$ cat config.mk
export PLATFORM = sky130hd
export DESIGN_NAME = uart_tx_stream
export DESIGN_NICKNAME = d
export VERILOG_FILES = /design/src/rtl/uart_pkg.sv /design/src/rtl/bsg_fifo_1r1w_small.sv /design/src/rtl/uart_tx_stream.sv
export SDC_FILE = /design/constraint.sdc
export NUM_CORES = 1
export LEC_CHECK = 0
export BUFFER_PORTS_ARGS = -buffer_cell sky130_fd_sc_hd__clkbuf_2
export CORE_ASPECT_RATIO = 1.1
export CORE_MARGIN = 2
export CORE_UTILIZATION = 43
export CTS_CLUSTER_SIZE = 16
export DETAILED_ROUTE_END_ITERATION = 16
export GPL_TIMING_DRIVEN = 0
export PLACE_DENSITY = 0.65
export SLEW_MARGIN = 20
export SYNTH_ARGS = -nofsm -noshare
export SYNTH_HDL_FRONTEND = slang
export SYNTH_HIERARCHICAL = 1
export SYNTH_SLANG_ARGS = --single-unit
$ cat constraint.sdc
create_clock -name clk_i -period 11.84 [get_ports clk_i]
set_clock_uncertainty 0.1 [all_clocks]
set_input_delay 1.184 -clock clk_i [delete_from_list [all_inputs] [get_ports clk_i]]
set_output_delay 1.184 -clock clk_i [all_outputs]
set_load 0.02 [all_outputs]
$ cat src/rtl/uart_pkg.sv
// Shared types and helpers for the buffered UART transmitter.
//   uart_parity_e    parity mode carried on parity_i (codes 5-7 decode to none)
//   uart_tx_state_e  transmitter FSM states
//   uart_parity_decode / uart_clamp_data_bits / uart_parity_bit
//                    normalise raw configuration inputs and compute the parity bit
package uart_pkg;

    typedef enum logic [2:0] {
        e_parity_none  = 3'd0,
        e_parity_even  = 3'd1,
        e_parity_odd   = 3'd2,
        e_parity_mark  = 3'd3,
        e_parity_space = 3'd4
    } uart_parity_e;

    typedef enum logic [2:0] {
        e_idle,
        e_start,
        e_data,
        e_parity,
        e_stop,
        e_break,
        e_break_guard
    } uart_tx_state_e;

    localparam logic [3:0] uart_min_data_bits_lp = 4'd5;
    localparam logic [3:0] uart_max_data_bits_lp = 4'd9;

    // Unused encodings fall back to no parity.
    function automatic uart_parity_e uart_parity_decode(input logic [2:0] code);
        uart_parity_e mode;
        case (code)
            3'd1:    mode = e_parity_even;
            3'd2:    mode = e_parity_odd;
            3'd3:    mode = e_parity_mark;
            3'd4:    mode = e_parity_space;
            default: mode = e_parity_none;
        endcase
        return mode;
    endfunction

    function automatic logic [3:0] uart_clamp_data_bits(input logic [3:0] n);
        logic [3:0] r;
        if (n < uart_min_data_bits_lp)      r = uart_min_data_bits_lp;
        else if (n > uart_max_data_bits_lp) r = uart_max_data_bits_lp;
        else                                r = n;
        return r;
    endfunction

    // Parity covers only the nbits data bits actually sent.
    function automatic logic uart_parity_bit(input uart_parity_e mode,
                                             input logic [8:0]   data,
                                             input logic [3:0]   nbits);
        logic x;
        logic p;
        x = 1'b0;
        for (int i = 0; i < 9; i++) begin
            if (4'(i) < nbits) x = x ^ data[i];
        end
        case (mode)
            e_parity_even: p = x;
            e_parity_odd:  p = ~x;
            e_parity_mark: p = 1'b1;
            default:       p = 1'b0;
        endcase
        return p;
    endfunction

endpackage

$ cat src/rtl/bsg_fifo_1r1w_small.sv
// Small single-clock FIFO with valid/ready enqueue and valid/yumi dequeue.
//   clk_i, reset_i  clock and synchronous active-high reset (flushes contents)
//   v_i, data_i     enqueue request and word; accepted when v_i & ready_o
//   ready_o         not full; independent of a same-cycle dequeue
//   v_o, data_o     head word valid (non-empty) and head word
//   yumi_i          consume head word (only meaningful while v_o)
//   count_o         number of words held
module bsg_fifo_1r1w_small #(
    parameter  int els_p          = 16,
    parameter  int width_p        = 9,
    localparam int ptr_width_lp   = (els_p > 1) ? $clog2(els_p) : 1,
    localparam int count_width_lp = $clog2(els_p + 1)
) (
    input  logic                      clk_i,
    input  logic                      reset_i,
    input  logic                      v_i,
    input  logic [width_p-1:0]        data_i,
    output logic                      ready_o,
    output logic                      v_o,
    output logic [width_p-1:0]        data_o,
    input  logic                      yumi_i,
    output logic [count_width_lp-1:0] count_o
);

    logic [width_p-1:0]        mem_q [els_p];
    logic [ptr_width_lp-1:0]   wr_ptr_q, wr_ptr_d;
    logic [ptr_width_lp-1:0]   rd_ptr_q, rd_ptr_d;
    logic [count_width_lp-1:0] count_q, count_d;
    logic                      enq, deq;

    function automatic logic [ptr_width_lp-1:0] next_ptr(input logic [ptr_width_lp-1:0] p);
        return (p == ptr_width_lp'(els_p - 1)) ? '0 : p + ptr_width_lp'(1);
    endfunction

    assign ready_o = (count_q != count_width_lp'(els_p));
    assign v_o     = (count_q != '0);
    assign data_o  = mem_q[rd_ptr_q];
    assign count_o = count_q;
    assign enq     = v_i & ready_o;
    assign deq     = yumi_i & v_o;

    always_comb begin
        // NOTE: every signal assigned here gets a default first, so no path leaves it unassigned and no latch is inferred.
        wr_ptr_d = wr_ptr_q;
        rd_ptr_d = rd_ptr_q;
        count_d  = count_q;
        if (enq) wr_ptr_d = next_ptr(wr_ptr_q);
        if (deq) rd_ptr_d = next_ptr(rd_ptr_q);
        case ({enq, deq})
            2'b10:   count_d = count_q + count_width_lp'(1);
            2'b01:   count_d = count_q - count_width_lp'(1);
            default: count_d = count_q;
        endcase
    end

    // NOTE: sequential state uses non-blocking assignments so every flop samples pre-edge values regardless of block order.
    always_ff @(posedge clk_i) begin
        if (reset_i) begin
            wr_ptr_q <= '0;
            rd_ptr_q <= '0;
            count_q  <= '0;
        end else begin
            wr_ptr_q <= wr_ptr_d;
            rd_ptr_q <= rd_ptr_d;
            count_q  <= count_d;
        end
    end

    // NOTE: storage is deliberately not reset; the pointers and count define which entries are meaningful.
    always_ff @(posedge clk_i) begin
        if (enq) mem_q[wr_ptr_q] <= data_i;
    end

endmodule

$ cat src/rtl/uart_tx_stream.sv
// Buffered UART transmitter with runtime frame format.
//   clk_i, reset_i   clock and synchronous active-high reset
//   div_i            clocks per bit (0 behaves as 1)
//   data_bits_i      data bits per frame, clamped to 5..9
//   parity_i         uart_parity_e code (5-7 -> none)
//   stop_bits_i      0 = one stop bit, 1 = two stop bits
//   break_i          level request to hold the line low
//   data_i, v_i      word to send and its valid; accepted when v_i & ready_and_o
//   ready_and_o      FIFO not full (low during reset)
//   tx_o             registered serial line, idle high
//   busy_o           frame/break activity or queued words
//   done_o           one-cycle pulse per completed frame
//   fifo_count_o     words waiting in the FIFO
module uart_tx_stream
    import uart_pkg::*;
#(
    parameter  int fifo_els_p      = 16,
    parameter  int max_data_bits_p = 9,
    parameter  int div_width_p     = 16,
    localparam int count_width_lp  = $clog2(fifo_els_p + 1)
) (
    input  logic                       clk_i,
    input  logic                       reset_i,
    input  logic [div_width_p-1:0]     div_i,
    input  logic [3:0]                 data_bits_i,
    input  logic [2:0]                 parity_i,
    input  logic                       stop_bits_i,
    input  logic                       break_i,
    input  logic [max_data_bits_p-1:0] data_i,
    input  logic                       v_i,
    output logic                       ready_and_o,
    output logic                       tx_o,
    output logic                       busy_o,
    output logic                       done_o,
    output logic [count_width_lp-1:0]  fifo_count_o
);

    logic                       fifo_ready, fifo_v, fifo_yumi;
    logic [max_data_bits_p-1:0] fifo_data;

    bsg_fifo_1r1w_small #(
        .els_p   (fifo_els_p),
        .width_p (max_data_bits_p)
    ) fifo (
        .clk_i   (clk_i),
        .reset_i (reset_i),
        .v_i     (v_i),
        .data_i  (data_i),
        .ready_o (fifo_ready),
        .v_o     (fifo_v),
        .data_o  (fifo_data),
        .yumi_i  (fifo_yumi),
        .count_o (fifo_count_o)
    );

    uart_tx_state_e             state_q, state_d;
    logic                       tx_q, tx_d;
    logic                       done_q, done_d;
    logic [div_width_p-1:0]     clk_cnt_q, clk_cnt_d;
    logic [3:0]                 bit_cnt_q, bit_cnt_d;
    logic [max_data_bits_p-1:0] shift_q, shift_d;
    logic [div_width_p-1:0]     div_q, div_d;
    logic                       stop2_q, stop2_d;
    logic                       parity_en_q, parity_en_d;
    logic                       parity_bit_q, parity_bit_d;

    logic [div_width_p-1:0]     div_eff;
    logic [3:0]                 nbits_eff;
    uart_parity_e               parity_eff;
    logic                       launch;
    logic                       launch_ok;
    logic                       bit_end;

    assign div_eff    = (div_i == '0) ? div_width_p'(1) : div_i;
    assign nbits_eff  = uart_clamp_data_bits(data_bits_i);
    assign parity_eff = uart_parity_decode(parity_i);
    assign launch_ok  = fifo_v & ~break_i;
    assign bit_end    = (clk_cnt_q == '0);

    assign ready_and_o = fifo_ready & ~reset_i;
    assign tx_o        = tx_q;
    assign done_o      = done_q;
    assign busy_o      = (state_q != e_idle) | fifo_v;

    always_comb begin
        state_d      = state_q;
        tx_d         = tx_q;
        done_d       = 1'b0;
        clk_cnt_d    = clk_cnt_q;
        bit_cnt_d    = bit_cnt_q;
        shift_d      = shift_q;
        div_d        = div_q;
        stop2_d      = stop2_q;
        parity_en_d  = parity_en_q;
        parity_bit_d = parity_bit_q;
        fifo_yumi    = 1'b0;
        launch       = 1'b0;

        // Within a bit period only the counter moves; state changes happen at bit_end.
        if (!bit_end && state_q != e_idle && state_q != e_break) begin
            clk_cnt_d = clk_cnt_q - div_width_p'(1);
        end

        case (state_q)
            e_idle: begin
                tx_d = 1'b1;
                if (break_i) begin
                    state_d = e_break;
                    tx_d    = 1'b0;
                    div_d   = div_eff;
                end else if (fifo_v) begin
                    launch = 1'b1;
                end
            end

            e_start: begin
                if (bit_end) begin
                    state_d   = e_data;
                    tx_d      = shift_q[0];
                    shift_d   = shift_q >> 1;
                    clk_cnt_d = div_q - div_width_p'(1);
                end
            end

            e_data: begin
                if (bit_end) begin
                    clk_cnt_d = div_q - div_width_p'(1);
                    if (bit_cnt_q != 4'd0) begin
                        bit_cnt_d = bit_cnt_q - 4'd1;
                        tx_d      = shift_q[0];
                        shift_d   = shift_q >> 1;
                    end else if (parity_en_q) begin
                        state_d = e_parity;
                        tx_d    = parity_bit_q;
                    end else begin
                        state_d   = e_stop;
                        tx_d      = 1'b1;
                        bit_cnt_d = {3'b000, stop2_q};
                    end
                end
            end

            e_parity: begin
                if (bit_end) begin
                    state_d   = e_stop;
                    tx_d      = 1'b1;
                    bit_cnt_d = {3'b000, stop2_q};
                    clk_cnt_d = div_q - div_width_p'(1);
                end
            end

            e_stop: begin
                if (bit_end) begin
                    if (bit_cnt_q != 4'd0) begin
                        bit_cnt_d = bit_cnt_q - 4'd1;
                        clk_cnt_d = div_q - div_width_p'(1);
                    end else begin
                        done_d = 1'b1;
                        // Chaining straight into the next start bit keeps frames gap-free.
                        if (launch_ok) launch = 1'b1;
                        else           state_d = e_idle;
                    end
                end
            end

            e_break: begin
                tx_d = 1'b0;
                if (!break_i) begin
                    state_d   = e_break_guard;
                    tx_d      = 1'b1;
                    clk_cnt_d = div_q - div_width_p'(1);
                end
            end

            e_break_guard: begin
                if (bit_end) begin
                    // Passing through idle would stretch the mark by a cycle, so launch directly.
                    if (launch_ok) launch = 1'b1;
                    else           state_d = e_idle;
                end
            end

            default: begin
                state_d = e_idle;
                tx_d    = 1'b1;
            end
        endcase

        // Frame launch: pop the head word and freeze the current configuration for the whole frame.
        if (launch) begin
            fifo_yumi    = 1'b1;
            state_d      = e_start;
            tx_d         = 1'b0;
            div_d        = div_eff;
            clk_cnt_d    = div_eff - div_width_p'(1);
            bit_cnt_d    = nbits_eff - 4'd1;
            shift_d      = fifo_data;
            stop2_d      = stop_bits_i;
            parity_en_d  = (parity_eff != e_parity_none);
            parity_bit_d = uart_parity_bit(parity_eff, fifo_data, nbits_eff);
        end
    end

    always_ff @(posedge clk_i) begin
        if (reset_i) begin
            state_q      <= e_idle;
            tx_q         <= 1'b1;
            done_q       <= 1'b0;
            clk_cnt_q    <= '0;
            bit_cnt_q    <= '0;
            shift_q      <= '0;
            div_q        <= div_width_p'(1);
            stop2_q      <= 1'b0;
            parity_en_q  <= 1'b0;
            parity_bit_q <= 1'b0;
        end else begin
            state_q      <= state_d;
            tx_q         <= tx_d;
            done_q       <= done_d;
            clk_cnt_q    <= clk_cnt_d;
            bit_cnt_q    <= bit_cnt_d;
            shift_q      <= shift_d;
            div_q        <= div_d;
            stop2_q      <= stop2_d;
            parity_en_q  <= parity_en_d;
            parity_bit_q <= parity_bit_d;
        end
    end

endmodule

**Word level (Yosys, flattened, before mapping)**

Memories as Yosys holds them, arrays and structs flattened. A register that Yosys moved wholly into a read port is not among the register bits.
Index checks and enable logic that the tools add are counted.

- Register bits: 66
- Output and inout port bits: 9
- Memory bits (read-only): 0
- Memories: 1
- Bits of input ports: 37
- Logic and storage cells: 203
- Latch bits: 0
- Bits in writable memories: 144

- Reductions and logical operators: 26
- Add/subtract/negate cells: 9
- Multiply operators: 0
- $lt $le $gt $ge: 11
- Bitwise gates (word level): 18
- Eq/ne operators: 41
- Mux-type cells: 83
- Divide/modulo/power cells: 0
- Shifts and indexed selects: 0

Memory list:

| memory | words | width | rd ports | clocked after memory_dff | wr ports | RTL line | source |
|---|---|---|---|---|---|---|---|
| fifo.mem_q | 16 | 9 | 1 | 1 | 1 | bsg_fifo_1r1w_small.sv:25 | `logic [width_p-1:0] mem_q [els_p];` |

Operators with widths:

| operator | number |
|---|---|
| 2-to-1 mux 16 bit | 10 |
| 2-to-1 mux 4 bit | 13 |
| case mux 16 bit (3 select lines) | 1 |
| subtractor 16 x 1 -> 16 bit (second input constant) | 3 |
| 2-to-1 mux 1 bit | 36 |
| 2-to-1 mux 9 bit | 4 |
| != test 3 bit (second input constant) | 12 |
| 2-to-1 mux 3 bit | 11 |
| zero test 16 bit | 2 |
| case mux 3 bit (7 select lines) | 1 |
| == test 3 x 2 -> 1 bit (second input constant) | 6 |
| != test 2 bit (second input constant) | 9 |
| case mux 9 bit (2 select lines) | 1 |
| AND reduction 9 bit | 2 |
| < comparator 3 x 4 -> 1 bit (first input constant) | 4 |
| == test 3 bit (second input constant) | 4 |
| case mux 3 bit (4 select lines) | 1 |
| case mux 4 bit (3 select lines) | 1 |
| case mux 5 bit (2 select lines) | 1 |
| == test 3 x 1 -> 1 bit (second input constant) | 3 |
| nonzero test 3 bit | 3 |
| adder 4 x 1 -> 4 bit (second input constant) | 2 |
| == test 4 bit (second input constant) | 2 |
| < comparator 1 x 4 -> 1 bit (first input constant) | 2 |
| 29 further kinds | 54 |

**Depth between registers and ports, before layout**

- Depth after elaboration: 33
- Depth in mapped cells: 20

**Modules after synthesis**

Netlist, hierarchy kept.

By module, submodules not included:

| module | cells an instance | area an instance (µm²) | sequential area each (µm²) | instances |
|---|---|---|---|---|
| bsg_fifo_1r1w_small | 318 | 6551.3 | 4664.5 | 1 |
| uart_tx_stream | 465 | 3716.1 | 1061.0 | 1 |

**Worst setup path after synthesis**

OpenSTA, ideal clock, no wires.

- Kind: input port to flip-flop
- From: in break_i
- To: reg fifo.count_q[4], in the netlist fifo/count_o[4]
- Setup time: 0.121 ns
- Data required time: 11.619 ns
- Stages on the path: 17
- Arrival: 3.757 ns
- Slack: 7.862 ns
- Path through: nor2b_1 -> o211ai_1 -> o31a_1 -> buf_2 -> inv_2 -> buf_4 -> buf_6 -> o21ai_2 -> inv_1 -> ha_1 -> clkbuf_1 -> xor2_1 -> ha_1 -> and3b_1 -> o21ai_0 -> a31oi_1 -> mux2_2

- Word-level cells in the longest chain between the ends: 10
- Elaborated cells between the ends (all ways): 14
- Those cells by class: eq/ne: 2; mux: 8; bitwise: 3; reduce/logical: 1

RTL lines:

| what | RTL line | source |
|---|---|---|
| from (decl) | uart_tx_stream.sv:28 | `input logic break_i,` |
| NOT 1 bit | uart_tx_stream.sv:77 | `assign launch_ok = fifo_v & ~break_i;` |
| AND 1 bit | uart_tx_stream.sv:77 |  |
| 2-to-1 mux 1 bit | uart_tx_stream.sv:160, uart_tx_stream.sv:178 |  |
| 2-to-1 mux 1 bit | uart_tx_stream.sv:154 | `if (bit_cnt_q != 4'd0) begin` |
| 2-to-1 mux 1 bit | uart_tx_stream.sv:153 | `if (bit_end) begin` |
| case mux 1 bit (3 select lines) * | uart_tx_stream.sv:104 | `case (state_q)` |
| 2-to-1 mux 1 bit * | uart_tx_stream.sv:190 | `if (launch) begin` |
| via fifo_yumi | uart_tx_stream.sv:38 | `logic fifo_ready, fifo_v, fifo_yumi;` |
| AND 1 bit * | bsg_fifo_1r1w_small.sv:40 | `assign deq = yumi_i & v_o;` |
| == test 2 x 1 -> 1 bit or == test 2 bit (tied branches) | bsg_fifo_1r1w_small.sv:49 | `case ({enq, deq})` |
| case mux 5 bit (2 select lines) or nonzero test 2 bit (tied branches) | - |  |
| to (signal assigned) | bsg_fifo_1r1w_small.sv:65 | `count_q <= count_d;` |
| to (decl) | bsg_fifo_1r1w_small.sv:28 | `logic [count_width_lp-1:0] count_q, count_d;` |

Mark *: on every way through the listed nets, which the timed path passes. The rest lies on a longest branch.
A chain may end at the register's enable or synchronous reset.

**Worst setup path after layout**

- From: reg clk_cnt_q[15]
- To: reg fifo.count_q[4], in the netlist fifo/count_o[4]

- Word-level cells in the longest chain between the ends: 7
- Elaborated cells between the ends (all ways): 10
- Those cells by class: eq/ne: 2; mux: 5; bitwise: 1; reduce/logical: 2

RTL lines:

| what | RTL line | source |
|---|---|---|
| from (decl) | uart_tx_stream.sv:59 | `logic [div_width_p-1:0] clk_cnt_q, clk_cnt_d;` |
| from (signal assigned) | uart_tx_stream.sv:220 | `clk_cnt_q <= clk_cnt_d;` |
| zero test 16 bit * | uart_tx_stream.sv:78 | `assign bit_end = (clk_cnt_q == '0);` |
| 2-to-1 mux 1 bit, on equally long branches | uart_tx_stream.sv:176, uart_tx_stream.sv:153 |  |
| case mux 1 bit (3 select lines) * | uart_tx_stream.sv:104 |  |
| 2-to-1 mux 1 bit * | uart_tx_stream.sv:190 |  |
| via fifo_yumi | uart_tx_stream.sv:38 |  |
| AND 1 bit * | bsg_fifo_1r1w_small.sv:40 |  |
| == test 2 x 1 -> 1 bit or == test 2 bit (tied branches) | bsg_fifo_1r1w_small.sv:49 |  |
| case mux 5 bit (2 select lines) or nonzero test 2 bit (tied branches) | - |  |

Marked as above.

==> impl_results.md <==
* Post-Syn Nets at 835
* Remaining global-route overflow at 0
* Worst slew pin tran at 980 ps
* Setup violators final at 0
* Crit path max fanout at 11
* Total track usage at 19.0%
* Initial antenna violation count at 0
* Residual DRC at 0
* CTS sink count at 214
* Largest net degree at the start of global routing at 17
* Leak at 0.00405 uW
* RSZ-0062 raised after global routing: false
* Detailed-placement wirelength estimate at 16.3 mm
* Distinct cells, synth at 72
* CTS buffer count at 24
* Initial Utilization at 43.6%
* IR drop worst, VDD at 135 uV
* WHS Path Cells at 2
* Worst Path Arrival at 4680 ps
* Post-CTS Repair Setup Buffers at 0
* H-tree level count at 1
* Max-cap violations at 0
* Latest clock arrival within the worst-skew pair at 520 ps
* Clock Pin Slew Worst Setup and Hold Paths at 60 ps
* Worst setup SP type: register
* DR iter-0 viols at 579
* Final nets at 910
* Cell count after synthesis at 783
* Area grow syn2layout at 13.9%
* Multi-input logic area at 4260 um2
* Mux cell area share after synthesis at 14.1%
* Initial DRT Pass Iterations at 5
* CTS resizes at 0
* Die area at 25100 um2
* Crit. Startpoint: clk_cnt_q[15]
* Fin. max-slew vios at 0
* Placed cells at 1137
* Slew margin rel. at 34.7%
* R2R depth at 18
* Cts hold-fix bufs at 0
* Register area at 5730 um2
* Chip Height at 166 um
* Gpl congestion at 0.886
* Die X at 151 um
* Routed wire per std cell at 19.8 um
* Reg2reg start: clk_cnt_q[15]
* Final Cycle Share at 37.0%
* Post-DRT Antenna Nets at 0
* CP endpoint kind: register
* Worst-case clock buffer depth at 3
* Fmax at 0.228 GHz
* Final WL at 23.4 mm
* Status: finished clean
* Vias per inst at 5.70
* Req. time, crit path at 12140 ps
* Global-route wire length before repair at 36.7 mm
* Syn avg cell area at 13.1 um2
* Synthesis Warnings at 6
* Share of layout cells above drive strength 1 at 15.8%
* Worst hold start: shift_q[1]
* Tmin final at 4390 ps
* PwrDens at 197 nW/um2
* Antenna fix cells at 0
* EDFF count, synth at 144
* Synth Area in Adders at 1.83%
* CTS root buf: clkbuf_16
* Number of global-route vias before repair at 6513
* Largest family of logic cells by synthesized area: multiplexers
* Hold_ws at 358 ps
* Post-Layout Cell Count at 1181
* Std cell rows at 59
* Post-synthesis sequential area ratio at 55.8%
* Critical path class: register to register
* Setup TNS at 0 ps
* Synth Flop Type: edfxtp_1
* Final Hold Viols at 0
* Fill count at 2055
* Flops & latches, synth at 214
* Total core area at 23500 um2
* DR vias at 6729
* Post-synthesis simple-gate area fraction at 11.3%
* Synth Area in XOR/XNOR at 4.11%
* Ports at 46
* CTS tree: yes
* Hold Path Class: register to register
* Mapped cell area at 10300 um2
* Compound-cell area share of the yosys netlist at 9.91%
* Async S/R FF share, synth at 0%
* Port Buf Inserts at 45
## cells by family (layout without fill, tap and decap cells)
group | after synthesis | count (layout)
AOI/OAI and AO/OA | 149 | 149
xor gates and xnor gates | 45 | 45
and+or+nand+nor | 221 | 221
DFF | 214 | 214
muxes | 76 | 76
buffers and inverters | 63 | 156
adders and majority gates | 15 | 15
## critical path, cell delays in order, from the launching register on
cell and delay [ps]:
dfxtp_1 360, or3_1 440, or4_1 510, buf_2 170, o31a_1 270, buf_2 180, inv_2 110, buf_4 200
buf_6 190, o21ai_2 120, inv_1 90, ha_1 140, clkbuf_1 260, xor2_1 180, ha_1 190, and3b_1 150
o21ai_0 70, a31oi_1 190, mux2_2 340
## synth_stat cells (6+ instances only)
| cell | instances | share of area (%) |
|---|---|---|
| a211oi_1 | 16 | 1.2 |
| a21oi_1 | 37 | 1.8 |
| a22oi_1 | 6 | 0.44 |
| a31oi_1 | 6 | 0.37 |
| and2_1 | 15 | 0.91 |
| buf_2 | 9 | 0.44 |
| clkbuf_1 | 19 | 0.69 |
| dfxtp_1 | 70 | 14 |
| edfxtp_1 | 144 | 42 |
| ha_1 | 15 | 1.8 |
| inv_1 | 21 | 0.77 |
| mux2i_1 | 28 | 2.7 |
| mux4_1 | 32 | 8.2 |
| mux4_2 | 13 | 2.9 |
| nand2_1 | 40 | 1.5 |
| nand2b_1 | 8 | 0.49 |
| nand3_1 | 10 | 0.49 |
| nand3b_1 | 8 | 0.58 |
| nor2_1 | 69 | 2.5 |
| nor2b_1 | 9 | 0.55 |
| nor3_1 | 17 | 0.83 |
| nor4_1 | 8 | 0.49 |
| nor4b_1 | 7 | 0.60 |
| o211ai_1 | 8 | 0.58 |
| o21ai_0 | 30 | 1.5 |
| or4_1 | 6 | 0.44 |
| xnor2_1 | 22 | 1.9 |
| xor2_1 | 21 | 1.8 |
## state kept, by name, indices dropped and copies added (netlist names), named ones only
| register | flops |
|---|---|
| fifo/mem_q | 144 |
| clk_cnt_q | 16 |
| div_q | 16 |
| shift_q | 9 |
| fifo/count_o | 5 |
| bit_cnt_q | 4 |
| fifo/rd_ptr_q | 4 |
| fifo/wr_ptr_q | 4 |
| state_q | 3 |
| done_o | 1 |
| parity_bit_q | 1 |
| parity_en_q | 1 |
| stop2_q | 1 |
| tx_o | 1 |
## where the power goes
part	switching, uW	internal (uW)
Combinational	390	288
Clock	298	425
Sequential	51.0	857
Total	739	1570
## layout by cell type, fill, tap and decap left out, drive strengths merged, types with 6 or more instances in the layout
cell type,netlist,final
mux4,45,45
nand3b,8,8
nand2,40,40
nand2b,8,8
inv,22,22
nor2b,9,9
nor4b,7,7
dfxtp,70,70
o211ai,9,9
edfxtp,144,144
buf,22,26
ha,15,15
xnor2,22,22
and2,15,15
or4,7,7
nor3,17,17
nor4,8,8
nor2,69,69
mux2i,28,28
a31oi,6,6
a22oi,6,6
xor2,21,21
a21oi,37,37
o21ai,32,32
nand3,10,10
or3,6,6
clkbuf,19,95
clkinv,0,9
a211oi,16,16
## final timing paths
kind,endpoint,slack [ps]
worst max-delay path,fifo/count_o[4],7450
worst max register to register,fifo/count_o[4],7450
worst min register to register,shift_q[1],360
worst min-delay path,shift_q[1],360
## final cells by class
class / instances / share of cell area [%]
clock buffers: 31 / 5.44
multi-input cells: 506 / 36.4
flip-flops and latches: 214 / 48.9
well taps: 305 / 3.26
clock inverters: 13 / 1.13
repair buffers: 49 / 2.18
inverters: 22 / 0.706
plain buffers: 41 / 1.89
## through the flow
stage	instance area, um2	utilization (%)	setup WS [ps]	power (uW)
after floorplan	10300	-	7860	1420
after global placement	10900	46.2	7280	1590
after detailed placement	10900	46.4	7270	1590
after CTS	11700	49.7	7440	2320
after global routing	11700	49.7	7180	2430
final	11700	49.7	7450	2310
## metal layers
| layer | GRT usage, % | wire length (um) |
|---|---|---|
| met5 | 0 | 0 |
| met3 | 3.02 | 1220 |
| met2 | 32.4 | 11600 |
| met1 | 25.4 | 10000 |
| met4 | 4.55 | 488 |
Note: power is estimated with default switching activity, not from simulation.
